$ cat src/rtl/io_input_ctrl_if.sv
// CPU-side request/acknowledge bus of the input-port controller.
// The master drives requests; the slave (controller) returns data and acks.
interface io_input_ctrl_if #(
  parameter int WIDTH = 32
);
  logic [31:0]      addr;
  logic             rd_req;
  logic             wr_req;
  logic [WIDTH-1:0] wr_data;
  logic [WIDTH-1:0] rd_data;
  logic             rd_ack;
  logic             wr_ack;

  modport master (
    output addr, rd_req, wr_req, wr_data,
    input  rd_data, rd_ack, wr_ack
  );

  modport slave (
    input  addr, rd_req, wr_req, wr_data,
    output rd_data, rd_ack, wr_ack
  );
endinterface

$ cat src/rtl/io_input_ctrl.sv
// Memory-mapped controller for two asynchronous 32-bit input ports: synchronise,
// sample on a periodic tick, flag new data, raise a maskable irq, serve CPU accesses.
//
// state     | meaning
// ST_IDLE   | waiting for rd_req/wr_req; an access is decoded on the next edge
// ST_RESP   | ack is high for this cycle; requests are ignored
module io_input_ctrl #(
  parameter int WIDTH      = 32,
  parameter int SAMPLE_DIV = 4
) (
  input  logic             io_clk,
  input  logic             reset,
  io_input_ctrl_if.slave   bus,
  input  logic [WIDTH-1:0] in_port0_i,
  input  logic [WIDTH-1:0] in_port1_i,
  output logic             irq_o
);

  localparam int CNT_W = (SAMPLE_DIV > 2) ? $clog2(SAMPLE_DIV) : 1;
  localparam logic [CNT_W-1:0] CNT_LAST = CNT_W'(SAMPLE_DIV - 1);
  localparam logic [CNT_W-1:0] CNT_ONE  = CNT_W'(1);

  localparam logic [5:0] IDX_HOLD0  = 6'b110000;
  localparam logic [5:0] IDX_HOLD1  = 6'b110001;
  localparam logic [5:0] IDX_STATUS = 6'b110010;
  localparam logic [5:0] IDX_MASK   = 6'b110011;

  typedef enum logic {
    ST_IDLE = 1'b0,
    ST_RESP = 1'b1
  } state_t;

  state_t state_q, state_d;

  logic [WIDTH-1:0] sync0_q1, sync0_q2;
  logic [WIDTH-1:0] sync1_q1, sync1_q2;
  logic [WIDTH-1:0] hold0_q, hold1_q;
  logic [1:0]       new_flag_q, new_flag_d;
  logic [1:0]       mask_q, mask_d;
  logic [CNT_W-1:0] sample_cnt_q, sample_cnt_d;
  logic [WIDTH-1:0] rd_data_q, rd_data_d;
  logic             rd_ack_q, rd_ack_d;
  logic             wr_ack_q, wr_ack_d;
  logic             irq_q, irq_d;

  logic             tick;
  logic [1:0]       port_changed;
  logic [1:0]       rd_clr;
  logic [5:0]       idx;
  logic [WIDTH-1:0] rd_val;

  logic unused_bus_bits;
  assign unused_bus_bits = ^{bus.addr[31:8], bus.addr[1:0], bus.wr_data[WIDTH-1:2]};

  assign idx  = bus.addr[7:2];
  assign tick = (sample_cnt_q == CNT_LAST);

  assign port_changed[0] = (sync0_q2 != hold0_q);
  assign port_changed[1] = (sync1_q2 != hold1_q);

  always_comb begin
    sample_cnt_d = sample_cnt_q + CNT_ONE;
    if (tick) begin
      sample_cnt_d = '0;
    end
  end

  // Register decode always sees pre-edge values, so a read on a tick edge
  // returns the hold value from before that tick.
  always_comb begin
    rd_val = '0;
    case (idx)
      IDX_HOLD0:  rd_val = hold0_q;
      IDX_HOLD1:  rd_val = hold1_q;
      IDX_STATUS: rd_val = {{(WIDTH-2){1'b0}}, new_flag_q};
      IDX_MASK:   rd_val = {{(WIDTH-2){1'b0}}, mask_q};
      default:    rd_val = '0;
    endcase
  end

  always_comb begin
    state_d   = state_q;
    rd_data_d = rd_data_q;
    rd_ack_d  = 1'b0;
    wr_ack_d  = 1'b0;
    mask_d    = mask_q;
    rd_clr    = 2'b00;
    case (state_q)
      ST_IDLE: begin
        if (bus.rd_req) begin
          rd_data_d = rd_val;
          rd_ack_d  = 1'b1;
          state_d   = ST_RESP;
          rd_clr[0] = (idx == IDX_HOLD0);
          rd_clr[1] = (idx == IDX_HOLD1);
        end else if (bus.wr_req) begin
          wr_ack_d = 1'b1;
          state_d  = ST_RESP;
          if (idx == IDX_MASK) begin
            mask_d = bus.wr_data[1:0];
          end
        end
      end
      ST_RESP: begin
        state_d = ST_IDLE;
      end
      default: begin
        state_d = ST_IDLE;
      end
    endcase
  end

  // A tick setting a flag beats a read clearing it on the same edge.
  always_comb begin
    for (int p = 0; p < 2; p++) begin
      new_flag_d[p] = new_flag_q[p];
      if (rd_clr[p]) begin
        new_flag_d[p] = 1'b0;
      end
      if (tick && port_changed[p]) begin
        new_flag_d[p] = 1'b1;
      end
    end
  end

  assign irq_d = |(new_flag_q & mask_q);

  always_ff @(posedge io_clk or posedge reset) begin
    if (reset) begin
      sync0_q1 <= '0;
      sync0_q2 <= '0;
      sync1_q1 <= '0;
      sync1_q2 <= '0;
    end else begin
      sync0_q1 <= in_port0_i;
      sync0_q2 <= sync0_q1;
      sync1_q1 <= in_port1_i;
      sync1_q2 <= sync1_q1;
    end
  end

  always_ff @(posedge io_clk or posedge reset) begin
    if (reset) begin
      sample_cnt_q <= '0;
      hold0_q      <= '0;
      hold1_q      <= '0;
      new_flag_q   <= '0;
    end else begin
      sample_cnt_q <= sample_cnt_d;
      new_flag_q   <= new_flag_d;
      if (tick) begin
        hold0_q <= sync0_q2;
        hold1_q <= sync1_q2;
      end
    end
  end

  always_ff @(posedge io_clk or posedge reset) begin
    if (reset) begin
      state_q   <= ST_IDLE;
      rd_data_q <= '0;
      rd_ack_q  <= 1'b0;
      wr_ack_q  <= 1'b0;
      mask_q    <= '0;
      irq_q     <= 1'b0;
    end else begin
      state_q   <= state_d;
      rd_data_q <= rd_data_d;
      rd_ack_q  <= rd_ack_d;
      wr_ack_q  <= wr_ack_d;
      mask_q    <= mask_d;
      irq_q     <= irq_d;
    end
  end

  assign bus.rd_data = rd_data_q;
  assign bus.rd_ack  = rd_ack_q;
  assign bus.wr_ack  = wr_ack_q;
  assign irq_o       = irq_q;

endmodule

$ cat src/flat_wrapper.sv
// flat-port wrapper written by rule: the top's interface ports become plain ports
module io_input_ctrl_flat 
#(
  parameter int WIDTH      = 32,
  parameter int SAMPLE_DIV = 4
)
  (io_clk, reset, in_port0_i, in_port1_i, irq_o, bus_addr, bus_rd_req, bus_wr_req, bus_wr_data, bus_rd_data, bus_rd_ack, bus_wr_ack);
  io_input_ctrl_if #(.WIDTH(WIDTH)) bus_i ();
  input  logic io_clk;
  input  logic reset;
  input  logic [WIDTH-1:0] in_port0_i;
  input  logic [WIDTH-1:0] in_port1_i;
  output logic irq_o;
  input wire logic [$bits(bus_i.addr)-1:0] bus_addr;
  input wire logic [$bits(bus_i.rd_req)-1:0] bus_rd_req;
  input wire logic [$bits(bus_i.wr_req)-1:0] bus_wr_req;
  input wire logic [$bits(bus_i.wr_data)-1:0] bus_wr_data;
  output wire logic [$bits(bus_i.rd_data)-1:0] bus_rd_data;
  output wire logic [$bits(bus_i.rd_ack)-1:0] bus_rd_ack;
  output wire logic [$bits(bus_i.wr_ack)-1:0] bus_wr_ack;
  assign bus_i.addr = bus_addr;
  assign bus_i.rd_req = bus_rd_req;
  assign bus_i.wr_req = bus_wr_req;
  assign bus_i.wr_data = bus_wr_data;
  assign bus_rd_data = bus_i.rd_data;
  assign bus_rd_ack = bus_i.rd_ack;
  assign bus_wr_ack = bus_i.wr_ack;
  io_input_ctrl #(.WIDTH(WIDTH), .SAMPLE_DIV(SAMPLE_DIV)) u_core (.io_clk(io_clk), .reset(reset), .bus(bus_i), .in_port0_i(in_port0_i), .in_port1_i(in_port1_i), .irq_o(irq_o));
endmodule
$ cat config.mk
export PLATFORM = sky130hd
export DESIGN_NAME = io_input_ctrl_flat
export DESIGN_NICKNAME = d
export VERILOG_FILES = /design/src/rtl/io_input_ctrl_if.sv /design/src/rtl/io_input_ctrl.sv /design/src/flat_wrapper.sv
export SDC_FILE = /design/constraint.sdc
export NUM_CORES = 1
export LEC_CHECK = 0
export CORE_MARGIN = 2
export CORE_UTILIZATION = 35
export DETAILED_ROUTE_END_ITERATION = 8
export PLACE_DENSITY_LB_ADDON = 0.3
export SLEW_MARGIN = 20
export SYNTH_ARGS = -nofsm -noshare
export SYNTH_HDL_FRONTEND = slang
export SYNTH_SLANG_ARGS = --single-unit
$ cat constraint.sdc
create_clock -name io_clk -period 17.1 [get_ports io_clk]
set_input_delay 4.275 -clock io_clk [delete_from_list [all_inputs] [get_ports io_clk]]
set_output_delay 4.275 -clock io_clk [all_outputs]
set_load 0.02 [all_outputs]
-- After elaboration in Yosys (flattened, before gate mapping)
Cells that the tools add are included.
- mux-type cells: 15
- div/mod/pow operators: 0
- reductions and logical operators: 7
- magnitude comparators: 0
- shift operators: 0
- $mul: 0
- eq/ne operators: 7
- add/subtract/negate cells: 1
- bitwise logic cells: 3
- operators with widths (cell ; number):
    case mux 32 bit (4 select lines) ; 1
    != test 32 bit ; 2
    equality test 6 bit (second input constant) ; 4
    2-to-1 mux 1 bit ; 10
    2-to-1 mux 2 bit ; 3
    AND reduction 4 bit ; 1
    nonzero test 2 bit ; 2
    adder 2 x 1 -> 2 bit (second input constant) ; 1
    bitwise AND 2 bit ; 1
    equality test 2 bit (second input constant) ; 1
    logical AND 1 bit ; 2
    inverter 1 bit ; 2
    case mux 1 bit (2 select lines) ; 1
    AND reduction 2 bit ; 1
    OR reduction 2 bit ; 1
- output and inout bits: 35
- bits in read-only memories: 0
- RAM bits: 0
- flip-flop bits (word level): 234
- memories: 0
- bits of input ports: 132
- logic and storage cells: 48
- latch bits: 0

-- Depth between registers and ports, before layout
Gate-level depths: netlist of run 1.
- depth after elaboration: 5
- gate-level depth with buffers: 6
- depth with buffers taken out: 5

-- Least setup slack after synthesis of run 1
Ideal clock, no wire load.
- kind: input-to-reg
- start: input bus_addr[4]
- end: register u_core.new_flag_q[1]
- data arrival time: 5.189 ns
- required time: 16.979 ns
- path buffers: 1
- setup time: 0.121 ns
- cell stages on the path: 5
- setup slack: 11.791 ns
- cells stage by stage: nand4bb_4 -> nor3b_4 -> buf_6 -> nand2_1 -> a22o_1
- longest elaborated chain between the ends: 4
- ends and longest elaborated chain (element ; line ; text):
    start: declaration ; flat_wrapper.sv:14 ; input wire logic [$bits(bus_i.addr)-1:0] bus_addr;
    equality test 6 bit ; io_input_ctrl.sv:95 ; rd_clr[1] = (idx == IDX_HOLD1);
    2-to-1 mux 2 bit ; io_input_ctrl.sv:90 ; if (bus.rd_req) begin
    2-to-1 mux 2 bit ; io_input_ctrl.sv:88 ; case (state_q)
    nonzero test 2 bit (no line) ; -- ;
    end signal: assignment ; io_input_ctrl.sv:150 ; new_flag_q <= new_flag_d;
    end: declaration ; io_input_ctrl.sv:38 ; logic [1:0] new_flag_q, new_flag_d;
No other way between the ends.
A chain may end at the register's enable or synchronous reset.

-- Worst setup path in the final report of run 1
- start: register u_core.rd_data_q[5] (netlist: u_core.bus.rd_data[5])
- end: output bus_rd_data[5]
- RTL lines (element ; line ; text):
    start: declaration ; io_input_ctrl.sv:41 ; logic [WIDTH-1:0] rd_data_q, rd_data_d;
    start signal: assignment ; io_input_ctrl.sv:168 ; rd_data_q <= rd_data_d;
    end: declaration ; flat_wrapper.sv:18 ; output wire logic [$bits(bus_i.rd_data)-1:0] bus_rd_data;
No word-level cell between the ends.

==> run metrics, run 1 <==
run status complete, no violations; placed cell count 929; number of hold-slack violations in the final timing report 0; highest net fanout along the worst path 2; unrepaired setup endpoints after global routing false; Core Region about 0.023 sq mm; relative contribution of the clock network to total power 0.460; EDFF count, synth 0; switching power total between 0.2 and 0.3 mW; worst-skew pair later-pin latency 510 ps; post-synth top area cell sky130_fd_sc_hd__dfrtp_1; initial core utilization 0.358; Reg clk slew, reported paths 50 ps; distinct cell type count of the synthesized netlist 29; ant diodes 0; yosys warns 0; post-synth design cell area around 0.0081 sq mm; number of sinks on the clock net 234; most instantiated flip-flop cell in the synthesis netlist sky130_fd_sc_hd__dfrtp_1; max frequency 173 MHz; number of setup violations in the final report 0; Final Core Density 0.459; remaining antenna violation count 0; part of the total power dissipated in combinational logic 0.056; max-capacitance violation count 0; DRC marker count from the first detailed-route iteration around 210; vias 4418; pin count of the biggest net entering global routing 149; Final Critical Period between 5000 and 6000 ps; post-route clock period utilization 0.339; Req. time, crit path 12820 ps; Pwr Density 118 mW/mm^2; classification of the worst-slack hold path reg2reg; buffer and inverter count on the worst path 1; global-route wire length before repair between 20 and 30 mm; Syn-to-layout area delta 28.4%; Top delay family on crit path buffers and inverters; Final Wtd Congestion 0.761; portion of the post-synthesis area used by sequential elements 0.719; post-CTS resize count 0; Final #Nets 777; worst endpoint data arrival time 1520 ps; horizontal die dimension 157 um; I/O Buffers 110; Die Y-Extent 157 um; vias per inst 4.53; Detailed Routing Iterations Pass 1 4; grt ovf 0; Max-Slew Margin vs Limit 0.376; detailed placer's ending HPWL 10.5 mm; H-Tree Depth 1; leading post-synthesis cells by cell area sky130_fd_sc_hd__dfrtp_1 72%, sky130_fd_sc_hd__mux2_2 9.1%, sky130_fd_sc_hd__xnor2_1 3.4%; number of synthesized register bits 234; cell at the slowest stage of the critical path sky130_fd_sc_hd__clkdlybuf4s50_1; total internal power roughly 1 mW; Max Clock Skew 5.90 ps; number of global-route vias before repair around 4.8k; detailed-route DRC error count 0; post-CTS setup buffer count 0; Slew @ Worst Pin between 900 and 1000 ps; hold-fix buffers at CTS 0; proportion of power drawn by flip-flops and latches 0.484; Mapped Avg Cell Area 15.6 sq um; Post-Synthesis Net Count 654; final-layout fill cell count 1989; final non-filler cell total around 980; area enclosed by the die boundary 0.0245 sq mm; root buffer cell sky130_fd_sc_hd__clkbuf_16; Net Sw Frac 0.213; # rows 55; global routing usage summed across all routing layers 0.137; total CTS buffers 26; Crit Path Class reg2out; sum of negative setup slack 0 ps; gate count of the mapped netlist between 500 and 600; startpoint types register; top cell type's share of synthesized area 0.719; top-level I/O count approximately 170; antenna violations before repair 0; total cell area at the placement stage 0.00956 sq mm; max-slew violation count 0; routed wirelength normalized by instance count 16.7 um; maximum vdd drop around 0.000056 V; static power due to leakage roughly 4.3 nW; type of element capturing the critical path output port; Critical Path, Cell by Cell clkdlybuf4s50_1; stage delay of the slowest cell on the critical path 620 ps; CTS max path bufs 3; fraction of registers with async set or reset after synthesis 1.00; clock tree from TritonCTS done; share of cells above drive strength 1 0.187; area of all placed cells without fillers ~0.010 sq mm; Routed Wire Length ~16 mm
==> power by group through the flow <==
stage,Combinational [mW],Clock (mW),Sequential (mW)
global route,0.0770,0.606,0.600
floorplan,0.0350,0,0.605
finish,0.0694,0.567,0.597
global placement,0.0696,0,0.605
detailed placement,0.0710,0,0.607
CTS,0.0715,0.581,0.597
==> cell usage after synthesis, types with 2 or more instances <==
| cell type | instances |
|---|---|
| sky130_fd_sc_hd__mux4_2 | 2 |
| sky130_fd_sc_hd__xor2_1 | 32 |
| sky130_fd_sc_hd__clkbuf_1 | 6 |
| sky130_fd_sc_hd__nor4_1 | 9 |
| sky130_fd_sc_hd__nand2_1 | 34 |
| sky130_fd_sc_hd__inv_1 | 2 |
| sky130_fd_sc_hd__buf_2 | 8 |
| sky130_fd_sc_hd__xnor2_1 | 32 |
| sky130_fd_sc_hd__a22o_1 | 4 |
| sky130_fd_sc_hd__buf_6 | 4 |
| sky130_fd_sc_hd__nor2_1 | 5 |
| sky130_fd_sc_hd__dfrtp_1 | 234 |
| sky130_fd_sc_hd__mux2_2 | 66 |
| sky130_fd_sc_hd__nand4_1 | 10 |
| sky130_fd_sc_hd__o21ai_1 | 30 |
| sky130_fd_sc_hd__a22oi_1 | 30 |
==> cells in the final DEF (no fill, tap or decap), types with 2 or more instances in the layout <==
cell	n
sky130_fd_sc_hd__nand4_1	10
sky130_fd_sc_hd__dfrtp_1	234
sky130_fd_sc_hd__nand2_1	34
sky130_fd_sc_hd__nor4_1	9
sky130_fd_sc_hd__bufinv_16	3
sky130_fd_sc_hd__xnor2_1	32
sky130_fd_sc_hd__a22o_1	4
sky130_fd_sc_hd__clkbuf_1	5
sky130_fd_sc_hd__a22oi_1	30
sky130_fd_sc_hd__mux4_2	2
sky130_fd_sc_hd__buf_4	4
sky130_fd_sc_hd__mux2_2	66
sky130_fd_sc_hd__clkinv_2	5
sky130_fd_sc_hd__nor2_1	5
sky130_fd_sc_hd__clkbuf_8	5
sky130_fd_sc_hd__o21ai_1	30
sky130_fd_sc_hd__clkbuf_16	27
sky130_fd_sc_hd__xor2_1	32
sky130_fd_sc_hd__clkdlybuf4s50_1	110
==> sequential cells by signal, summed over array words and instances (netlist names) <==
name,cells
u_core.bus.rd_ack,1
u_core.bus.rd_data,32
u_core.bus.wr_ack,1
u_core.hold0_q,32
u_core.hold1_q,32
u_core.irq_o,1
u_core.mask_q,2
u_core.new_flag_q,2
u_core.sample_cnt_q,2
u_core.state_q,1
u_core.sync0_q1,32
u_core.sync0_q2,32
u_core.sync1_q1,32
u_core.sync1_q2,32
==> area by class of cell <==
cell class	instances	area (sq um)	area share
clock buffer	37	763	0.0730
clock inverter	10	131	0.0126
inverter	3	23.8	0.00227
multi-input combinational	264	2150	0.206
sequential	234	5860	0.560
tap	313	392	0.0374
timing repair buffer	115	1140	0.109
==> final timing paths <==
check	start	cells after the start	slack, ps	end
setup / recovery	u_core.bus.rd_data[5]	1	11310	bus_rd_data[5]
hold / removal	u_core.sync0_q1[17]	0	350	u_core.sync0_q2[17]
setup reg to reg	u_core.hold1_q[0]	5	15210	u_core.new_flag_q[1]
hold reg to reg	u_core.sync0_q1[17]	0	350	u_core.sync0_q2[17]
max in group asynchronous	reset	3	11540	u_core.bus.rd_data[17]
min in group asynchronous	reset	2	4310	u_core.sync1_q1[22]
==> layer usage <==
| metal | up-vias | track usage | wire (um) |
|---|---|---|---|
| li1 | 2041 | - | - |
| met1 | 2249 | 0.198 | 7550 |
| met2 | 101 | 0.217 | 7670 |
| met3 | 27 | 0.0238 | 732 |
| met4 | 0 | 0.0349 | 321 |
| met5 | - | 0 | 0 |
==> through the flow <==
stage               worst slack [ps]  hold slack [ps]  total power, mW
finish                         11310              345             1.23
global route                   11260              349             1.28
CTS                            10910              348             1.25
detailed placement             10360              335            0.678
global placement               10470              336            0.675
floorplan                       6410              331            0.640
==> cell families (layout without fill, tap and decap cells) <==
| group | after synthesis | in the layout | share of synthesized area |
|---|---|---|---|
| xor gates and xnor gates | 64 | 64 | 0.0688 |
| adders and majority gates | 1 | 1 | 0.00154 |
| muxes | 68 | 68 | 0.0967 |
| DFF | 234 | 234 | 0.719 |
| and+or+nand+nor | 65 | 65 | 0.0435 |
| AOI/OAI and AO/OA | 66 | 66 | 0.0521 |
| buffers and inverters | 23 | 165 | 0.0187 |
Power figures use the tool's default switching activity.
==> run 2, diff against run 1 <==
- clock period: 17.1 -> 5.6 ns (I/O delays scaled with it)
==> run 2 against run 1 <==
Compared with the run above: worst setup slack worse by 8900 ps; global-route usage is essentially flat; die area unchanged; critical path depth grew 5; utilization up 0.37 points; routed wire length is 0.73% higher; design area increased by 0.80%; worst hold slack improved by 0.71 ps; largest power group is now the clock network; clock skew rose by 2.7 ps; sequential share of layout area is 0.45 points lower; first-iteration DRC count is 27% higher; highest routed layer unchanged; sequential power grew to 3.0 times the previous value.
==> run metrics, run 2 (synthesis gave the netlist of run 1 again) <==
run status complete, no violations; root buffer cell sky130_fd_sc_hd__clkbuf_16; final-layout fill cell count 1994; startpoint types input port; routed wirelength normalized by instance count between 15 and 20 um; Die Y-Extent 157 um; global-route wire length before repair between 20 and 30 mm; # rows 55; share of cells above drive strength 1 0.192; Core Region 0.0228 sq mm; initial core utilization 0.358; top library cells by usage in the layout, fill and taps aside 234 x sky130_fd_sc_hd__dfrtp_1, 110 x sky130_fd_sc_hd__clkdlybuf4s50_1, 66 x sky130_fd_sc_hd__mux2_2, 34 x sky130_fd_sc_hd__nand2_1; CTS max path bufs 3; crit path from bus_addr[4]; unrepaired setup endpoints after global routing false; max-slew violation count 0; sum of negative setup slack 0 ps; Detailed Routing Iterations Pass 1 4; number of setup violations in the final report 0; max-capacitance violation count 0; worst-skew pair later-pin latency 520 ps; Hold Startpoint u_core.sync0_q1[9]; post-route clock period utilization 0.565; number of hold-slack violations in the final timing report 0; detailed placer's ending HPWL 10.9 mm; number of sinks on the clock net 234; Crit Path Class in2reg; worst reg2reg startpoint u_core.sample_cnt_q[0]; Pwr Density about 370 mW/mm^2; total CTS buffers 26; max frequency 316 MHz; post-placement worst setup slack 1840 ps; classification of the worst-slack hold path reg2reg; worst-case hold slack 346 ps; post-CTS setup buffer count 0; Max-Slew Margin vs Limit 0.270; Reg clk slew, reported paths 60 ps; type of element capturing the critical path register; remaining antenna violation count 0; I/O Buffers between 100 and 150; highest net fanout along the worst path 22; post-CTS resize count 0; detailed-route DRC error count 0; Syn-to-layout area delta 29.4%; setup slack after layout 2430 ps; ant diodes 0; vias 4480; Req. time, crit path approximately 6000 ps; horizontal die dimension 157 um; DRC marker count from the first detailed-route iteration 265; top-level I/O count roughly 170; worst endpoint data arrival time 3610 ps; clock tree from TritonCTS done; area enclosed by the die boundary between 0.02 and 0.025 sq mm; number of global-route vias before repair about 4.9k; Final Critical Period between 3000 and 4000 ps; most common cell after layout, fill and taps aside sky130_fd_sc_hd__dfrtp_1; H-Tree Depth 1; Slew @ Worst Pin between 1000 and 1500 ps; global routing usage summed across all routing layers 0.137; pin count of the biggest net entering global routing 133; static power due to leakage approximately 4.3 nW; Final Wtd Congestion 0.776; grt ovf 0; antenna violations before repair 0; maximum vdd drop 0.000202 V; Final #Nets 779; Routed Wire Length 16.4 mm; hold-fix buffers at CTS 0; Max Clock Skew 8.56 ps; vias per inst 4.58
## run 2: cell count changes in the layout (fill, tap and decap cells not counted), sizes merged
cell | before | now
clkinv | 6 | 3
inv | 3 | 4
bufinv | 3 | 5
clkinvlp | 1 | 2
buf | 5 | 7
## run 2: path summary, 6_finish.rpt
kind,end,slack (ps),cells past startpoint
setup / recovery,u_core.bus.rd_data[20],2430,6
hold / removal,u_core.sync0_q2[9],350,0
setup reg to reg,u_core.hold1_q[29],3540,3
hold reg to reg,u_core.sync0_q2[9],350,0
max in group asynchronous,u_core.bus.rd_data[26],3060,4
min in group asynchronous,u_core.hold1_q[24],1410,3
## run 2: layer usage
layer	GRT usage	part of all wire	wire [um]	vias to the layer above
li1	-	-	-	2050
met1	0.197	0.46	7580	2296
met2	0.216	0.47	7710	110
met3	0.0241	0.048	793	24
met4	0.0371	0.018	301	0
met5	0	0	0	-
## run 2: final cells by class
type                       count  area (sq um)  area share
multi-input combinational    264          2150       0.204
clock buffer                  37           773      0.0733
sequential                   234          5860       0.555
timing repair buffer         117          1170       0.111
tap                          313           392      0.0371
inverter                       3          15.0     0.00142
clock inverter                11           190      0.0180
## run 2: critical path, cell delays in order
cell                              delay [ps]
sky130_fd_sc_hd__clkdlybuf4s50_1         400
sky130_fd_sc_hd__nand4bb_4               290
sky130_fd_sc_hd__nor3_4                  860
sky130_fd_sc_hd__buf_4                   350
sky130_fd_sc_hd__a22oi_1                 150
sky130_fd_sc_hd__o21ai_2                 140
## run 2: through the flow
stage / total power, mW / util / cell area [sq um] / cells
floorplan: 1.95 / - / 8150 / 521
global placement: 2.06 / 0.421 / 9580 / 931
detailed placement: 2.07 / 0.421 / 9580 / 931
CTS: 3.95 / 0.463 / 10500 / 979
global route: 4.05 / 0.463 / 10500 / 979
finish: 3.89 / 0.463 / 10500 / 979
## run 2: where the power goes
group	total (mW)	internal, mW	switching [mW]
Sequential	1.82	1.77	0.0515
Clock	1.85	1.19	0.660
Combinational	0.213	0.112	0.101
Total	3.89	3.07	0.812
